### src/rtl/seven_seg_capture_if.sv
// Bundle of the multiplexed seven-segment lines seen by the capture monitor
// together with the frame results it reports back.
// master: the side that drives the anode/segment lines (driver or bench).
// slave : the capture monitor.
interface seven_seg_capture_if;
    logic [3:0]  an;             // {an3,an2,an1,an0}, active-low
    logic [7:0]  seg;            // {a,b,c,d,e,f,g,dp}, active-low
    logic [15:0] digits;         // last complete frame, an3 char in [15:12]
    logic [3:0]  dps;            // decimal point per position, 1 = lit
    logic        frame_valid;    // pulse when digits/dps update
    logic        frame_changed;  // pulse when the new frame differs
    logic        err;            // sticky error flag

    modport master (
        output an, seg,
        input  digits, dps, frame_valid, frame_changed, err
    );

    modport slave (
        input  an, seg,
        output digits, dps, frame_valid, frame_changed, err
    );
endinterface

### src/rtl/seven_seg_capture.sv
// seven_seg_capture: loopback monitor for a four-digit multiplexed
// seven-segment display. Samples the anode/segment lines, waits for SETTLE
// identical samples per anode activation, decodes the segment pattern back
// to a hex character and publishes a frame once all four positions have
// been captured.
// Optional macro SEVSEG_SYNC_EN: when defined, an/seg pass through a 2-flop
// synchronizer ahead of the sampling register (all latencies grow by 2).
module seven_seg_capture #(
    parameter int unsigned SETTLE = 4   // legal range 1..255
) (
    input  logic           clk,
    input  logic           reset,
    seven_seg_capture_if.slave bus
);

    localparam logic [7:0] SETTLE_C = 8'(SETTLE);

    typedef enum logic [1:0] {
        ST_IDLE,
        ST_SETTLING,
        ST_HELD
    } state_t;

    // ------------------------------------------------------------------
    // Input path: optional synchronizer, then one sampling stage plus a
    // copy of the previous sample for stability comparison.
    // ------------------------------------------------------------------
    logic [11:0] raw_w;

`ifdef SEVSEG_SYNC_EN
    logic [11:0] sync1_q;
    logic [11:0] sync2_q;

    // Two-flop synchronizer; idles at all-ones (blanked display).
    always_ff @(posedge clk or posedge reset) begin
        if (reset) begin
            sync1_q <= '1;
            sync2_q <= '1;
        end else begin
            sync1_q <= {bus.an, bus.seg};
            sync2_q <= sync1_q;
        end
    end

    assign raw_w = sync2_q;
`else
    assign raw_w = {bus.an, bus.seg};
`endif

    logic [11:0] smp_q;
    logic [11:0] prev_q;

    // Sampling stage and its one-cycle-delayed copy.
    always_ff @(posedge clk or posedge reset) begin
        if (reset) begin
            smp_q  <= '1;
            prev_q <= '1;
        end else begin
            smp_q  <= raw_w;
            prev_q <= smp_q;
        end
    end

    logic [3:0] an_s;
    logic [7:0] seg_s;
    assign an_s  = smp_q[11:8];
    assign seg_s = smp_q[7:0];

    // ------------------------------------------------------------------
    // Select classification and segment decode of the current sample.
    // ------------------------------------------------------------------
    logic       sel_valid;
    logic       sel_illegal;
    logic [1:0] sel_pos;

    // One low anode selects a position; all high is blanking; anything
    // else is an illegal overlap.
    always_comb begin
        sel_valid   = 1'b0;
        sel_illegal = 1'b0;
        sel_pos     = 2'd0;
        case (an_s)
            4'b1110: begin sel_valid = 1'b1; sel_pos = 2'd0; end
            4'b1101: begin sel_valid = 1'b1; sel_pos = 2'd1; end
            4'b1011: begin sel_valid = 1'b1; sel_pos = 2'd2; end
            4'b0111: begin sel_valid = 1'b1; sel_pos = 2'd3; end
            4'b1111: sel_illegal = 1'b0;
            default: sel_illegal = 1'b1;
        endcase
    end

    logic       dec_ok;
    logic [3:0] dec_char;
    logic       dec_dp;

    // Active-low a..g back to a hex character; all-off is a legal blank.
    always_comb begin
        dec_ok   = 1'b1;
        dec_char = 4'h0;
        case (seg_s[7:1])
            7'b0000001: dec_char = 4'h0;
            7'b1001111: dec_char = 4'h1;
            7'b0010010: dec_char = 4'h2;
            7'b0000110: dec_char = 4'h3;
            7'b1001100: dec_char = 4'h4;
            7'b0100100: dec_char = 4'h5;
            7'b0100000: dec_char = 4'h6;
            7'b0001111: dec_char = 4'h7;
            7'b0000000: dec_char = 4'h8;
            7'b0000100: dec_char = 4'h9;
            7'b0001000: dec_char = 4'hA;
            7'b1100000: dec_char = 4'hB;
            7'b0110001: dec_char = 4'hC;
            7'b1000010: dec_char = 4'hD;
            7'b0110000: dec_char = 4'hE;
            7'b0111000: dec_char = 4'hF;
            7'b1111111: dec_char = 4'h0;
            default:    dec_ok   = 1'b0;
        endcase
    end

    assign dec_dp = ~seg_s[0];

    // ------------------------------------------------------------------
    // Capture decision.
    // A "fresh" evaluation happens from IDLE, on any change while
    // settling, or when the anode moves away from a held position; it
    // loads the counter with 1. With SETTLE==1 that first sample already
    // satisfies the stability requirement.
    // ------------------------------------------------------------------
    state_t     state_q;
    logic [7:0] cnt_q;

    logic       same_w;
    logic       an_same_w;
    logic       fresh_w;
    logic       cont_cap_w;
    logic       capture_w;
    logic [7:0] cnt_inc_w;

    assign same_w    = (smp_q == prev_q);
    assign an_same_w = (smp_q[11:8] == prev_q[11:8]);
    assign cnt_inc_w = (cnt_q >= SETTLE_C) ? cnt_q : cnt_q + 8'd1;

    // Decide whether this edge starts a new evaluation or captures.
    always_comb begin
        fresh_w    = 1'b0;
        cont_cap_w = 1'b0;
        case (state_q)
            ST_IDLE:     fresh_w = 1'b1;
            ST_SETTLING: begin
                fresh_w    = ~same_w;
                cont_cap_w = same_w && (cnt_inc_w >= SETTLE_C);
            end
            ST_HELD:     fresh_w = ~an_same_w;
            default:     fresh_w = 1'b1;
        endcase
        capture_w = cont_cap_w || (fresh_w && sel_valid && (SETTLE_C <= 8'd1));
    end

    // ------------------------------------------------------------------
    // Staging registers: next values per position.
    // ------------------------------------------------------------------
    logic [3:0][3:0] stage_chr_q, stage_chr_d;
    logic [3:0]      stage_dp_q,  stage_dp_d;
    logic [3:0]      cap_mask_q,  cap_mask_d;

    for (genvar gi = 0; gi < 4; gi++) begin : g_stage
        logic hit_w;
        assign hit_w          = capture_w && (sel_pos == 2'(gi));
        assign stage_chr_d[gi] = hit_w ? dec_char : stage_chr_q[gi];
        assign stage_dp_d[gi]  = hit_w ? dec_dp   : stage_dp_q[gi];
        assign cap_mask_d[gi]  = cap_mask_q[gi] | hit_w;
    end

    logic        frame_done_w;
    logic [15:0] frame_digits_w;
    logic [15:0] digits_q;
    logic [3:0]  dps_q;
    logic        frame_valid_q;
    logic        frame_changed_q;
    logic        err_q;
    logic        first_q;

    assign frame_done_w   = (cap_mask_d == 4'b1111);
    assign frame_digits_w = {stage_chr_d[3], stage_chr_d[2],
                             stage_chr_d[1], stage_chr_d[0]};

    // Capture FSM with staging, frame assembly and registered outputs.
    always_ff @(posedge clk or posedge reset) begin
        if (reset) begin
            state_q         <= ST_IDLE;
            cnt_q           <= 8'd0;
            stage_chr_q     <= '0;
            stage_dp_q      <= '0;
            cap_mask_q      <= '0;
            digits_q        <= '0;
            dps_q           <= '0;
            frame_valid_q   <= 1'b0;
            frame_changed_q <= 1'b0;
            err_q           <= 1'b0;
            first_q         <= 1'b1;
        end else begin
            if (capture_w) begin
                state_q <= ST_HELD;
                cnt_q   <= cnt_inc_w;
            end else if (fresh_w) begin
                state_q <= sel_valid ? ST_SETTLING : ST_IDLE;
                cnt_q   <= 8'd1;
            end else if (state_q == ST_SETTLING) begin
                cnt_q   <= cnt_inc_w;
            end

            stage_chr_q <= stage_chr_d;
            stage_dp_q  <= stage_dp_d;

            err_q <= err_q | sel_illegal | (capture_w & ~dec_ok);

            frame_valid_q   <= frame_done_w;
            frame_changed_q <= 1'b0;
            if (frame_done_w) begin
                cap_mask_q      <= 4'b0000;
                digits_q        <= frame_digits_w;
                dps_q           <= stage_dp_d;
                first_q         <= 1'b0;
                frame_changed_q <= first_q ||
                                   ({frame_digits_w, stage_dp_d} != {digits_q, dps_q});
            end else begin
                cap_mask_q <= cap_mask_d;
            end
        end
    end

    assign bus.digits        = digits_q;
    assign bus.dps           = dps_q;
    assign bus.frame_valid   = frame_valid_q;
    assign bus.frame_changed = frame_changed_q;
    assign bus.err           = err_q;

endmodule

### src/flat_wrapper.sv
// flat-port wrapper written by rule: the top's interface ports become plain ports
module seven_seg_capture_flat 
#(
    parameter int unsigned SETTLE = 4                        
)
  (clk, reset, bus_an, bus_seg, bus_digits, bus_dps, bus_frame_valid, bus_frame_changed, bus_err);
  seven_seg_capture_if bus_i ();
  input  logic clk;
  input  logic reset;
  input wire logic [$bits(bus_i.an)-1:0] bus_an;
  input wire logic [$bits(bus_i.seg)-1:0] bus_seg;
  output wire logic [$bits(bus_i.digits)-1:0] bus_digits;
  output wire logic [$bits(bus_i.dps)-1:0] bus_dps;
  output wire logic [$bits(bus_i.frame_valid)-1:0] bus_frame_valid;
  output wire logic [$bits(bus_i.frame_changed)-1:0] bus_frame_changed;
  output wire logic [$bits(bus_i.err)-1:0] bus_err;
  assign bus_i.an = bus_an;
  assign bus_i.seg = bus_seg;
  assign bus_digits = bus_i.digits;
  assign bus_dps = bus_i.dps;
  assign bus_frame_valid = bus_i.frame_valid;
  assign bus_frame_changed = bus_i.frame_changed;
  assign bus_err = bus_i.err;
  seven_seg_capture #(.SETTLE(SETTLE)) u_core (.clk(clk), .reset(reset), .bus(bus_i));
endmodule
### config.mk
export PLATFORM = sky130hd
export DESIGN_NAME = seven_seg_capture_flat
export DESIGN_NICKNAME = d
export VERILOG_FILES = /design/src/rtl/seven_seg_capture_if.sv /design/src/rtl/seven_seg_capture.sv /design/src/flat_wrapper.sv
export SDC_FILE = /design/constraint.sdc
export NUM_CORES = 1
export LEC_CHECK = 0
export ABC_AREA = 1
export CAP_MARGIN = 0
export CORE_ASPECT_RATIO = 0.8
export CORE_MARGIN = 2
export CORE_UTILIZATION = 59
export DETAILED_ROUTE_END_ITERATION = 8
export PLACE_DENSITY = 0.81
export SLEW_MARGIN = 10
export SYNTH_ARGS = -nofsm -noshare
export SYNTH_HDL_FRONTEND = slang
export SYNTH_SLANG_ARGS = --single-unit
### constraint.sdc
create_clock -name clk -period 5.85 [get_ports clk]
set_input_delay 1.755 -clock clk [delete_from_list [all_inputs] [get_ports clk]]
set_output_delay 1.755 -clock clk [all_outputs]
set_load 0.01 [all_outputs]
==> results of run 1 <==
==> layer usage <==
metal / share of wire / wire, um / global-route usage / up-vias
li1: - / - / - / 1742
met1: 0.46 / 4190 / 0.350 / 1652
met2: 0.47 / 4300 / 0.418 / 107
met3: 0.058 / 534 / 0.0604 / 15
met4: 0.016 / 144 / 0.0959 / 0
met5: 0 / 0 / 0 / -
==> power by group <==
| part | leakage, nW | total [mW] | internal [mW] | switching, mW |
|---|---|---|---|---|
| clock | 0.0868 | 0.403 | 0.199 | 0.205 |
| combinational | 1.49 | 0.0805 | 0.0269 | 0.0536 |
| sequential | 1.05 | 0.599 | 0.586 | 0.0134 |
| total | 2.62 | 1.08 | 0.811 | 0.272 |
==> layout make-up <==
class / instances / area share
Multi-Input combinational cell: 343 / 0.344
Tap cell: 87 / 0.0224
Sequential cell: 82 / 0.429
Inverter: 115 / 0.0891
Clock inverter: 4 / 0.0111
Clock buffer: 12 / 0.0278
Timing Repair Buffer: 38 / 0.0772
==> layout by cell type, fill, tap and decap left out, types with 2 or more instances in the layout <==
cell	instances
nand3_1	51
buf_4	2
dfstp_2	25
ha_1	4
xor2_1	3
nor2_1	59
xnor2_1	5
nor3_1	5
clkbuf_8	9
a31oi_1	4
clkinvlp_4	2
nand4_1	5
o21ai_2	10
clkbuf_1	3
dfrtp_1	57
o21ai_0	11
o21ai_1	3
inv_2	4
nand2_1	155
clkdlybuf4s50_1	36
a21oi_1	4
inv_1	110
nand4_4	2
nor2_4	3
nor2_2	2
nand4_2	2
nand2_2	10
==> Yosys cell counts, drive strengths merged <==
master	count	area [um2]
a31oi	4	25.0
nand3	52	265
a221oi	1	8.76
xor2	3	26.3
xnor2	5	43.8
nor4	2	27.5
inv	115	432
o21ai	24	158
buf	8	77.6
dfstp	25	657
a21oi	4	20.0
nand4	9	98.8
nor3	6	35.0
ha	4	50.1
dfrtp	57	1430
nor2	64	268
nand2	165	644
==> sequential cells by signal, summed over array words and instances, names as in the netlist <==
name / count
u_core.bus.digits: 16
u_core.bus.dps: 4
u_core.bus.err: 1
u_core.bus.frame_changed: 1
u_core.bus.frame_valid: 1
u_core.cap_mask_q: 4
u_core.cnt_q: 8
u_core.first_q: 1
u_core.prev_q: 12
u_core.smp_q: 12
u_core.stage_chr_q: 16
u_core.stage_dp_q: 4
u_core.state_q: 2
==> how the worst max path moves through the flow <==
stage,cells after the start,endpoint,start,slack (ns)
CTS,9,u_core.bus.dps[2]$_DFFE_PP0P_,u_core.smp_q[8]$_DFF_PP1_,2.47
global placement,8,u_core.bus.dps[0]$_DFFE_PP0P_,u_core.smp_q[8]$_DFF_PP1_,2.60
finish,9,u_core.bus.dps[2]$_DFFE_PP0P_,u_core.smp_q[8]$_DFF_PP1_,2.44
detailed placement,9,u_core.bus.dps[2]$_DFFE_PP0P_,u_core.smp_q[8]$_DFF_PP1_,2.51
global route,9,u_core.bus.dps[2]$_DFFE_PP0P_,u_core.smp_q[8]$_DFF_PP1_,2.20
floorplan,1,u_core.bus.digits[0]$_DFFE_PP0P_,reset,2.03
==> logic make-up (layout without fill, tap and decap cells) <==
group | count (synthesis) | after routing | synth area share
buf+inv | 123 | 169 | 0.119
fa+ha+maj | 4 | 4 | 0.0117
flops | 82 | 82 | 0.489
simple gates | 298 | 298 | 0.314
compound gates | 33 | 33 | 0.0496
xor+xnor | 8 | 8 | 0.0164
==> through the flow <==
stage | hold WS [ns] | utilization | cell area (um2) | instances | total power, mW
after floorplan | 0.352 | - | 4260 | 548 | 0.663
after global placement | 0.381 | 0.674 | 4670 | 665 | 0.687
after detailed placement | 0.381 | 0.674 | 4670 | 665 | 0.691
after CTS | 0.393 | 0.702 | 4860 | 681 | 1.09
after global routing | 0.399 | 0.702 | 4860 | 681 | 1.13
final | 0.391 | 0.702 | 4860 | 681 | 1.08
==> metrics, run 1 <==
clock transition at the registers of the reported paths=0.08 ns; fin crit period=3.41 ns; post-place setup slack=2.51 ns; max-slew violations=0; I/O pin count=37; Inserted Clock Buffers=9; Critical Setup Path Class=reg2reg; DRC=0; nets=between 600 and 700; worst reg2reg path startpoint=u_core.smp_q[8]$_DFF_PP1_; CTS max path bufs=2; Synth Area per Inst=7.78 um2; Reg area=2080 um2; capture point of the worst reg-to-reg path=u_core.bus.dps[2]$_DFFE_PP0P_; clock skew=0.0137 ns; number of H-tree levels=3; Critical Path AT=about 3.7 ns; DRT Wirelength=9170 um; vias in the first global route=approximately 3500; library cells used by synthesis=31; post-synthesis cell area=4260 um2; Worst slew margin=0.316; CP endpoint kind=flop; detailed-route wire length per cell=13.5 um; maximum vdd ir drop=0.169 mV; setup violators final=0; area grow syn2layout=14.0%; PwrDens=223 nW/um2; register-to-register setup slack=2.44 ns; Leakage=2.62 nW; worst stage delay on the critical path=0.89 ns; CTS sink cnt=82; CP cell instances=inv_1, nor3_2, nand4_4, nand2_1, inv_2, nor4_4, buf_4, nor2_1, a21oi_1; die area=7930 um2; max-cap violations=0; Final Hold Viols=0; multi-input logic area=1670 um2; filler instances=545; WP data required=6.13 ns; Yosys reg bits=between 80 and 90; area of the core=6930 um2; final period utilization=0.582; Total GRT Usage=0.261; WHS Endpoint=u_core.prev_q[10]$_DFF_PP1_; Worst Min Path Start=u_core.smp_q[10]$_DFF_PP1_; postcts setup bufs=0; Cell Rows=27; Cells after Synth=548; largest net degree at the start of global routing=52; Post-CTS Resized=0; setup TNS=0 ns; initial antenna violation count=0; 1st-pass router iterations=5; final worst-path setup slack=roughly 2.4 ns; n_diodes=0; measured slew at the worst slew-check pin=just over 1 ns; Die X=99.0 um; Yosys warnings=0; Hold WC Path Type=reg2reg; register area share after synthesis=0.489; delay-heaviest family, CP=simple AND/OR/NAND/NOR gates; total gr overflow=0; hold depth=0; hold_buf cts=0; clock root buffer master=clkbuf_8; CTS tree=done; Max stage delay cell, worst path=nor4_4; Routed Antenna Nets=0; number of port buffers=36; post-synth net total=566; fmax=294 MHz; reg2reg path depth=9; Initial DRC Count=204; vias=between 3000 and 4000; Final HPWL DP=6630 um; RSZ-0062 raised after global routing=no; starting density of the core=0.616; maximum net fanout on the critical path=34; global-route wire length before repair=16200 um; outcome=finished, final reports clean; worst skew pair latency=0.36 ns; fraction of layout cells with a size suffix above 1=0.130; DR vias/cell=between 5 and 6; Die Y-Extent=80.0 um; CP Launch Type=flop; global placer's final weighted congestion=about 0.86; Worst Path Buf+Inv=3
Note: power is estimated with default switching activity, not from simulation.
==> run 2, diff against run 1 <==
CORE_UTILIZATION = 58   (was 59)
PLACE_DENSITY = 0.8   (was 0.81)
clock period = 3.3 ns   (was 5.85 ns; I/O delays follow)
==> metrics, run 2 (synthesis results as in run 1) <==
vias in the first global route=3238 (was 3529); PwrDens=378 nW/um2 (was 223 nW/um2); CTS tree=done (unchanged); nets=610 (was 607); Total GRT Usage=0.239 (was 0.261); 1st-pass router iterations=5 (unchanged); fraction of layout cells with a size suffix above 1=0.137 (was 0.130); clock root buffer master=clkbuf_8 (unchanged); number of H-tree levels=3 (unchanged); Routed Antenna Nets=0 (unchanged); fin area=4880 um2 (was 4860 um2); filler instances=565 (was 545); n_diodes=0 (unchanged); vias=3423 (was 3516); maximum net fanout on the critical path=18 (was 34); CTS max path bufs=2 (unchanged); Initial DRC Count=199 (was 204); DRT Wirelength=8680 um (was 9170 um); M1 GR Usage=0.317 (was 0.350); Hold WC Path Type=reg2reg (unchanged); register-to-register setup slack=0.57 ns (was 2.44 ns); Cell Rows=27 (unchanged); die area=8060 um2 (was 7930 um2); Critical Path AT=2.97 ns (was 3.69 ns); switching share of power=0.261 (was 0.251); RSZ-0062 raised after global routing=no (unchanged); largest net degree at the start of global routing=37 (was 52); measured slew at the worst slew-check pin=0.604 ns (was 1.02 ns); Final HPWL DP=6570 um (was 6630 um); fmax=367 MHz (was 294 MHz); Int Pwr=1.36 mW (was 0.811 mW); commonest non-fill, non-tap cell in the layout=nand2_1 (unchanged); met3 Resource Use GR=0.0592 (was 0.0604); Sw Pwr=0.481 mW (was 0.272 mW); setup TNS=0 ns (unchanged); Inserted Clock Buffers=9 (unchanged); clock skew=0.0112 ns (was 0.0137 ns); worst skew pair latency=0.35 ns (was 0.36 ns); Comb power frac=0.079 (was 0.074); final period utilization=0.826 (was 0.582); setup violators final=0 (unchanged); clock transition at the registers of the reported paths=0.08 ns (about the same); outcome=finished, final reports clean (unchanged); Die Y-Extent=80.7 um (was 80.0 um); DRC=0 (unchanged); postcts setup bufs=0 (unchanged); Critical Setup Path Class=reg2reg (unchanged); area grow syn2layout=14.4% (was 14.0%); Clock power frac=0.346 (was 0.372); Post-CTS Resized=0 (unchanged); max-slew violations=0 (unchanged); CP Launch Type=flop (unchanged); number of port buffers=36 (unchanged); met2 Use GR=0.405 (was 0.418); maximum vdd ir drop=0.326 mV (was 0.169 mV); detailed-route wire length per cell=12.7 um (was 13.5 um); CTS sink cnt=82 (unchanged); most frequent cells in the layout=155 x nand2_1, 110 x inv_1, 59 x nor2_1 (unchanged); Leakage=2.64 nW (was 2.62 nW); starting density of the core=0.610 (was 0.616); CP endpoint kind=flop (unchanged); global placer's final weighted congestion=0.923 (was 0.861); WP data required=3.55 ns (was 6.13 ns); max-cap violations=0 (unchanged); DP Area=4710 um2 (was 4670 um2); power share of the sequential group=0.576 (was 0.553); area of the core=6990 um2 (was 6930 um2); initial antenna violation count=0 (unchanged); layer with the highest usage=met2 (unchanged); Final Hold Viols=0 (unchanged); Die X=99.9 um (was 99.0 um); DR vias/cell=5.00 (was 5.16); I/O pin count=37 (unchanged); hold_buf cts=0 (unchanged); multi-input logic area=1670 um2 (unchanged); dpl cells=668 (was 665); global-route wire length before repair=14900 um (was 16200 um); Reg area=2080 um2 (unchanged); fin crit period=2.73 ns (was 3.41 ns); total gr overflow=0 (unchanged); Worst slew margin=0.597 (was 0.316); non-filler cells, final=684 (was 681)
-- run 2: final cells by class --
class,count,share of cell area
flip-flops and latches,82,0.427
multi-input cells,343,0.342
repair buffers,41,0.0841
well taps,87,0.0223
inverters,115,0.0888
clock buffers,10,0.0262
clock inverters,6,0.00898
-- run 2: through the flow --
stage | power (mW) | hold slack (ns) | utilization | worst slack [ns]
after floorplan | 1.18 | 0.352 | - | 0.243
after global placement | 1.22 | 0.381 | 0.673 | 0.635
after detailed placement | 1.23 | 0.381 | 0.673 | 0.609
after CTS | 1.86 | 0.393 | 0.697 | 0.580
after global routing | 1.94 | 0.400 | 0.697 | 0.363
final | 1.84 | 0.391 | 0.697 | 0.573
-- run 2: path summary, 6_finish.rpt --
| kind | startpoint | endpoint | depth (start not counted) |
|---|---|---|---|
| max reg2reg | u_core.smp_q[3]$_DFF_PP1_ | u_core.bus.frame_changed$_DFF_PP0_ | 14 |
| min | u_core.smp_q[11]$_DFF_PP1_ | u_core.prev_q[11]$_DFF_PP1_ | 0 |
| min reg2reg | u_core.smp_q[11]$_DFF_PP1_ | u_core.prev_q[11]$_DFF_PP1_ | 0 |
| max | u_core.smp_q[3]$_DFF_PP1_ | u_core.bus.frame_changed$_DFF_PP0_ | 14 |
| max in group asynchronous | reset | u_core.smp_q[0]$_DFF_PP1_ | 3 |
| min in group asynchronous | reset | u_core.bus.dps[0]$_DFFE_PP0P_ | 2 |
-- run 2: routing by layer --
metal,up-vias,share of wire
met5,-,0
met4,0,0.0076
met3,8,0.048
met2,84,0.47
met1,1585,0.48
li1,1746,-
-- run 2: worst max-delay path: stages, from the launching register on --
cell     delay (ns)
dfstp_2        0.62
xnor2_1        0.13
nand2_1        0.13
nor2_4         0.29
nand3_2        0.19
nor2_4         0.36
nand3_1        0.22
nand3_1        0.11
nand2_1        0.06
nor2_1         0.09
nand2_1        0.05
nor2_1         0.15
nand3_1        0.10
nand2_1        0.07
inv_1          0.04
-- run 2: power groups by stage --
| stage | clock network [mW] | logic (mW) | registers [mW] |
|---|---|---|---|
| final | 0.638 | 0.145 | 1.06 |
| after global routing | 0.702 | 0.167 | 1.07 |
| after CTS | 0.651 | 0.146 | 1.06 |
| after detailed placement | 0 | 0.146 | 1.08 |
| after global placement | 0 | 0.141 | 1.08 |
| after floorplan | 0 | 0.102 | 1.07 |
